===== src/rtl/hazard_flag_gen.sv =====
// Issue side of the hazard interface: a 3-slot ID/EX/MEM pipeline model that raises
// hazard flags for the hazard-control FSM and obeys its freeze/flush commands.
module hazard_flag_gen #(
  parameter int unsigned REG_AW = 3,
  parameter bit          FWD_EN = 1'b1
) (
  input  logic              clk,
  input  logic              rst_n,
  input  logic              instr_valid,
  input  logic [REG_AW-1:0] instr_rd,
  input  logic [REG_AW-1:0] instr_rs1,
  input  logic [REG_AW-1:0] instr_rs2,
  input  logic              instr_is_load,
  input  logic              instr_uses_port,
  input  logic              instr_is_branch,
  input  logic              instr_pred_taken,
  input  logic              br_actual_taken,
  input  logic              pc_freeze,
  input  logic              do_flush,
  input  logic              resolved,
  output logic              instr_ready,
  output logic [5:0]        hz_flags,
  output logic [7:0]        retire_count,
  output logic [3:0]        flush_count
);

  typedef struct packed {
    logic              valid;
    logic [REG_AW-1:0] rd;
    logic [REG_AW-1:0] rs1;
    logic [REG_AW-1:0] rs2;
    logic              is_load;
    logic              uses_port;
    logic              is_branch;
    logic              pred_taken;
  } slot_t;

  slot_t      id_q, id_d, ex_q, ex_d, mem_q, mem_d;
  slot_t      new_instr;
  logic [7:0] retire_q, retire_d;
  logic [3:0] flush_q, flush_d;

  // The FSM's resolved indication is observational only.
  logic unused_resolved;
  assign unused_resolved = resolved;

  assign instr_ready = !pc_freeze && !do_flush;

  always_comb begin
    new_instr.valid      = instr_valid;
    new_instr.rd         = instr_rd;
    new_instr.rs1        = instr_rs1;
    new_instr.rs2        = instr_rs2;
    new_instr.is_load    = instr_is_load;
    new_instr.uses_port  = instr_uses_port;
    new_instr.is_branch  = instr_is_branch;
    new_instr.pred_taken = instr_pred_taken;
  end

  always_comb begin
    id_d     = id_q;
    ex_d     = ex_q;
    mem_d    = ex_q;
    retire_d = retire_q + {7'd0, mem_q.valid};
    flush_d  = flush_q;
    if (do_flush) begin
      // MEM still retires its occupant but does not receive the squashed EX slot.
      id_d  = '0;
      ex_d  = '0;
      mem_d = '0;
      if (flush_q != 4'hF) begin
        flush_d = flush_q + 4'd1;
      end
    end else if (pc_freeze) begin
      ex_d = '0;
    end else begin
      id_d = new_instr;
      ex_d = id_q;
    end
  end

  always_ff @(posedge clk) begin
    if (!rst_n) begin
      id_q     <= '0;
      ex_q     <= '0;
      mem_q    <= '0;
      retire_q <= '0;
      flush_q  <= '0;
    end else begin
      id_q     <= id_d;
      ex_q     <= ex_d;
      mem_q    <= mem_d;
      retire_q <= retire_d;
      flush_q  <= flush_d;
    end
  end

  logic match_ex, match_mem;
  logic data_hz, fwrd_hz, str_hz, ctrl_hz, branch_hz, crct_hz;

  always_comb begin
    match_ex  = ex_q.valid && id_q.valid && (ex_q.rd != '0) &&
                ((ex_q.rd == id_q.rs1) || (ex_q.rd == id_q.rs2));
    match_mem = mem_q.valid && id_q.valid && (mem_q.rd != '0) &&
                ((mem_q.rd == id_q.rs1) || (mem_q.rd == id_q.rs2));
    data_hz   = match_ex || match_mem;
    // A load in EX has no result yet, so load-use can never be forwarded.
    fwrd_hz   = FWD_EN && data_hz && !(match_ex && ex_q.is_load);
    str_hz    = id_q.valid && id_q.uses_port && mem_q.valid && mem_q.uses_port;
    ctrl_hz   = id_q.valid && id_q.is_branch;
    branch_hz = ex_q.valid && ex_q.is_branch;
    crct_hz   = branch_hz && (ex_q.pred_taken == br_actual_taken);
  end

  assign hz_flags     = {data_hz, str_hz, ctrl_hz, branch_hz, fwrd_hz, crct_hz};
  assign retire_count = retire_q;
  assign flush_count  = flush_q;

endmodule


===== config.mk =====
export PLATFORM = sky130hd
export DESIGN_NAME = hazard_flag_gen
export DESIGN_NICKNAME = d
export VERILOG_FILES = /design/src/rtl/hazard_flag_gen.sv
export SDC_FILE = /design/constraint.sdc
export NUM_CORES = 1
export LEC_CHECK = 0
export ABC_AREA = 1
export CAP_MARGIN = 15
export CORE_MARGIN = 3
export CORE_UTILIZATION = 35
export CTS_CLUSTER_DIAMETER = 60
export DETAILED_ROUTE_END_ITERATION = 12
export GPL_TIMING_DRIVEN = 0
export PLACE_DENSITY = 0.6
export SYNTH_ARGS = -nofsm -noshare
export SYNTH_HDL_FRONTEND = slang
export SYNTH_SLANG_ARGS = --single-unit

===== constraint.sdc =====
create_clock -name clk -period 1.09 [get_ports clk]
set_input_delay 0.218 -clock clk [delete_from_list [all_inputs] [get_ports clk]]
set_output_delay 0.218 -clock clk [all_outputs]
set_load 0.005 [all_outputs]

==> flow_metrics.tcl <==
set metrics [dict create \
    ys_seq_area_share_pct 46.3 \
    root_buffer "clkbuf_8" \
    vias 1551 \
    grt_overflow 0 \
    clock_path_buffers 2 \
    ant_nets 0 \
    grt_use_total_pct 15.8 \
    nets 310 \
    busiest_layer "met2" \
    worst-setup-path-type "reg2out" \
    numCtsBuffers 5 \
    first_iter_violations 63 \
    core_mm2 0.00450 \
    ir_drop_v 0.000946 \
    switching_share_pct 23.0 \
    clk_pin_slew_ns 0.08 \
    dpl.hpwl_mm 2.60 \
    yosysWarnings 0 \
    gp_congestion 0.825 \
    num_antenna_cells 0 \
    worst_pin_slew_ns 0.495 \
    synth_fa_ha_area_share_pct 2.23 \
    met3_usage_pct 5.94 \
    synth.net_count 244 \
    critPathArrivalTime_ns 1.39 \
    p_switching_mw 0.713 \
    fp-row-count 24 \
    slew_viol_final 0 \
    pin_count 39 \
    placed_cells 309 \
    holdCritPathClass "in2reg" \
    status "complete, but fails checks" \
    final_cell_count_no_fill 340 \
    fmax_ghz 0.621 \
    hold_path_depth 3 \
    start_util_pct 37.4 \
    comb_power_share_pct 11.4 \
    wirelength_mm 4.28 \
    grtUsageMet1_pct 20.0 \
    fin_util_pct 60.1 \
    cp_max_fo 3 \
    clkLatencyLatePin_ns 0.30 \
    rsz0062_at_grt "true" \
    worst_path_largest_cell_delay_ns 0.37 \
    fillers 387 \
    avgRoutedWirePerCell_um 12.6 \
    path_cells "xnor2_2, nand3_2, a21oi_2, buf_4, nand2_2, nand2_2, buf_6" \
    r2r_cells 8 \
    violations "setup timing" \
    dieArea_mm2 0.00568 \
    crit_family "flip-flops" \
    ys_seq_elements 39 \
    synthXorXnorAreaFrac_pct 3.12 \
    worst_ep_required_time_ns 0.87 \
    multiInputGateArea_um2 902 \
    layout_common_cells "nor2_1, nand2_1, dfxtp_2, buf_6, inv_1" \
    finalSetupViolations 14 \
    cts.sinks 39 \
    cp.depth 7 \
    synth_top_family_by_area "simple AND/OR/NAND/NOR gates" \
    synth_cells 221 \
    cts_tree "yes" \
    antenna_found_initial 0 \
    fin_ws_ns -0.519 \
    via_per_inst 4.56 \
    fin_crit_sh_pct 148 \
    slew_headroom_pct 67.0 \
    leakage_nw 1.19 \
    drc_errors 0 \
    finalSetupTns_ns -1.77 \
    avgSynthCellArea_um2 7.63 \
    crit_top_cell "nand2_2" \
    finalCriticalPeriod_ns 1.61 \
    htree_levels 2 \
    layout_commonest_cell "nor2_1" \
    die_h_um 75.4 \
    clkPwrFrac_pct 40.9 \
    grt_pass1_wl_mm 6.70 \
    dieWidth_um 75.4 \
    grt_max_degree 13 \
    crit_path_end_kind "output pin" \
    crit_buf_inv 2 \
    critPathLaunchType "flop" \
    final.setup_skew_ns 0.00543 \
    syn_area_mm2 0.00169 \
    syn2layout_area_growth_pct 60.7 \
    yosys.area_share.simple_pct 23.0 \
    drv_cap 0 \
    drt_pre_antenna_iters 4 \
    hold_violations 0 \
    synth_compound_area_share_pct 12.0 \
    seq_power_share_pct 47.8 \
    regArea_um2 823 \
    whs_ns 0.300 \
    critical_path.slowest_cell "dfxtp_4" \
    portBuffers 36 \
    layout-drive-gt1-share_pct 49.0 \
    synthMuxAreaShare_pct 0 \
    power_density_mw_per_mm2 1140 \
    use_met2_pct 25.4 \
    grt_pass1_vias 1525 \
    yosysUniqueCellTypes 22 \
    internal-power_mw 2.38 \
]
==> cell usage after synthesis <==
cell type	count	area [um^2]
nand2_1	41	154
dfxtp_1	39	781
nor2_1	38	143
inv_1	36	135
a211oi_1	9	67.6
nand3_1	8	40.0
a21oi_1	6	30.0
buf_4	6	45.0
o21ai_0	6	30.0
a211oi_2	5	62.6
nor3_1	5	25.0
xnor2_1	5	43.8
ha_1	3	37.5
a31oi_1	2	12.5
buf_2	2	10.0
buf_6	2	22.5
clkbuf_1	2	7.51
nand4_1	2	12.5
inv_2	1	3.75
nand3b_1	1	7.51
or2_1	1	6.26
xor2_1	1	8.76
==> state kept, by name (all words and copies together), names as in the netlist <==
name / flops
id_q: 14
mem_q: 5
retire_count: 8
flush_count: 4
ex_q: 8
==> timing repair <==
action,4_1_cts,5_1_grt
pin swaps,18,17
hold buffers,0,0
cloned,1,0
endpoints found under the setup margin,47,20
buffers inserted,26,6
resized for setup,121,48
==> path summary, 6_finish.rpt <==
path	start	to	slack [ns]
max	id_q[5]	hz_flags[1]	-0.52
min	pc_freeze	id_q[5]	0.30
max reg2reg	mem_q[13]	retire_count[6]	-0.11
min reg2reg	ex_q[2]	mem_q[2]	0.41
==> worst reg2reg max path: cells and delay by family (launching register included) <==
family	cells	cell delay, ns
and+or+nand+nor	2	0.11
adders and majority gates	2	0.29
AOI/OAI and AO/OA	2	0.16
buffers and inverters	2	0.18
DFF	1	0.35
==> kinds of logic (layout without fill, tap and decap cells) <==
logic type | after synthesis | after routing
simple gates | 96 | 96
buf+inv | 49 | 116
flops | 39 | 39
compound gates | 28 | 28
xor+xnor | 6 | 6
fa+ha+maj | 3 | 3
==> per-layer routing <==
layer | up-vias | share of wire [%] | wire, um
met3 | 6 | 5.9 | 253
met2 | 36 | 47 | 2000
met1 | 692 | 46 | 1970
li1 | 817 | - | -
met5 | - | 0 | 0
met4 | 0 | 1.3 | 54
==> through the flow <==
step                      cell area [um^2]  power, mW  setup slack (ns)
after floorplan                       1740       1.65           -0.0148
after global routing                  2710       3.23            -0.618
final                                 2710       3.10            -0.519
after global placement                2170       1.77            -0.591
after detailed placement              2170       1.77            -0.594
after CTS                             2570       3.07            -0.537
==> layout make-up <==
cell class                 instances  area share, %
sequential                        39           30.4
timing repair buffer              65           22.9
multi-input combinational        133           33.3
clock inverter                     2           1.29
inverter                          37           5.13
clock buffer                       6           3.05
buffer                             6           1.52
tap                               52           2.40
==> power by group through the flow <==
stage               clock [mW]  combinational [mW]  sequential [mW]
global route              1.36               0.383             1.48
floorplan                    0               0.137             1.51
detailed placement           0               0.253             1.52
global placement             0               0.251             1.52
CTS                       1.28               0.313             1.48
finish                    1.27               0.352             1.48
No activity file was read; power rests on OpenSTA's default activity.
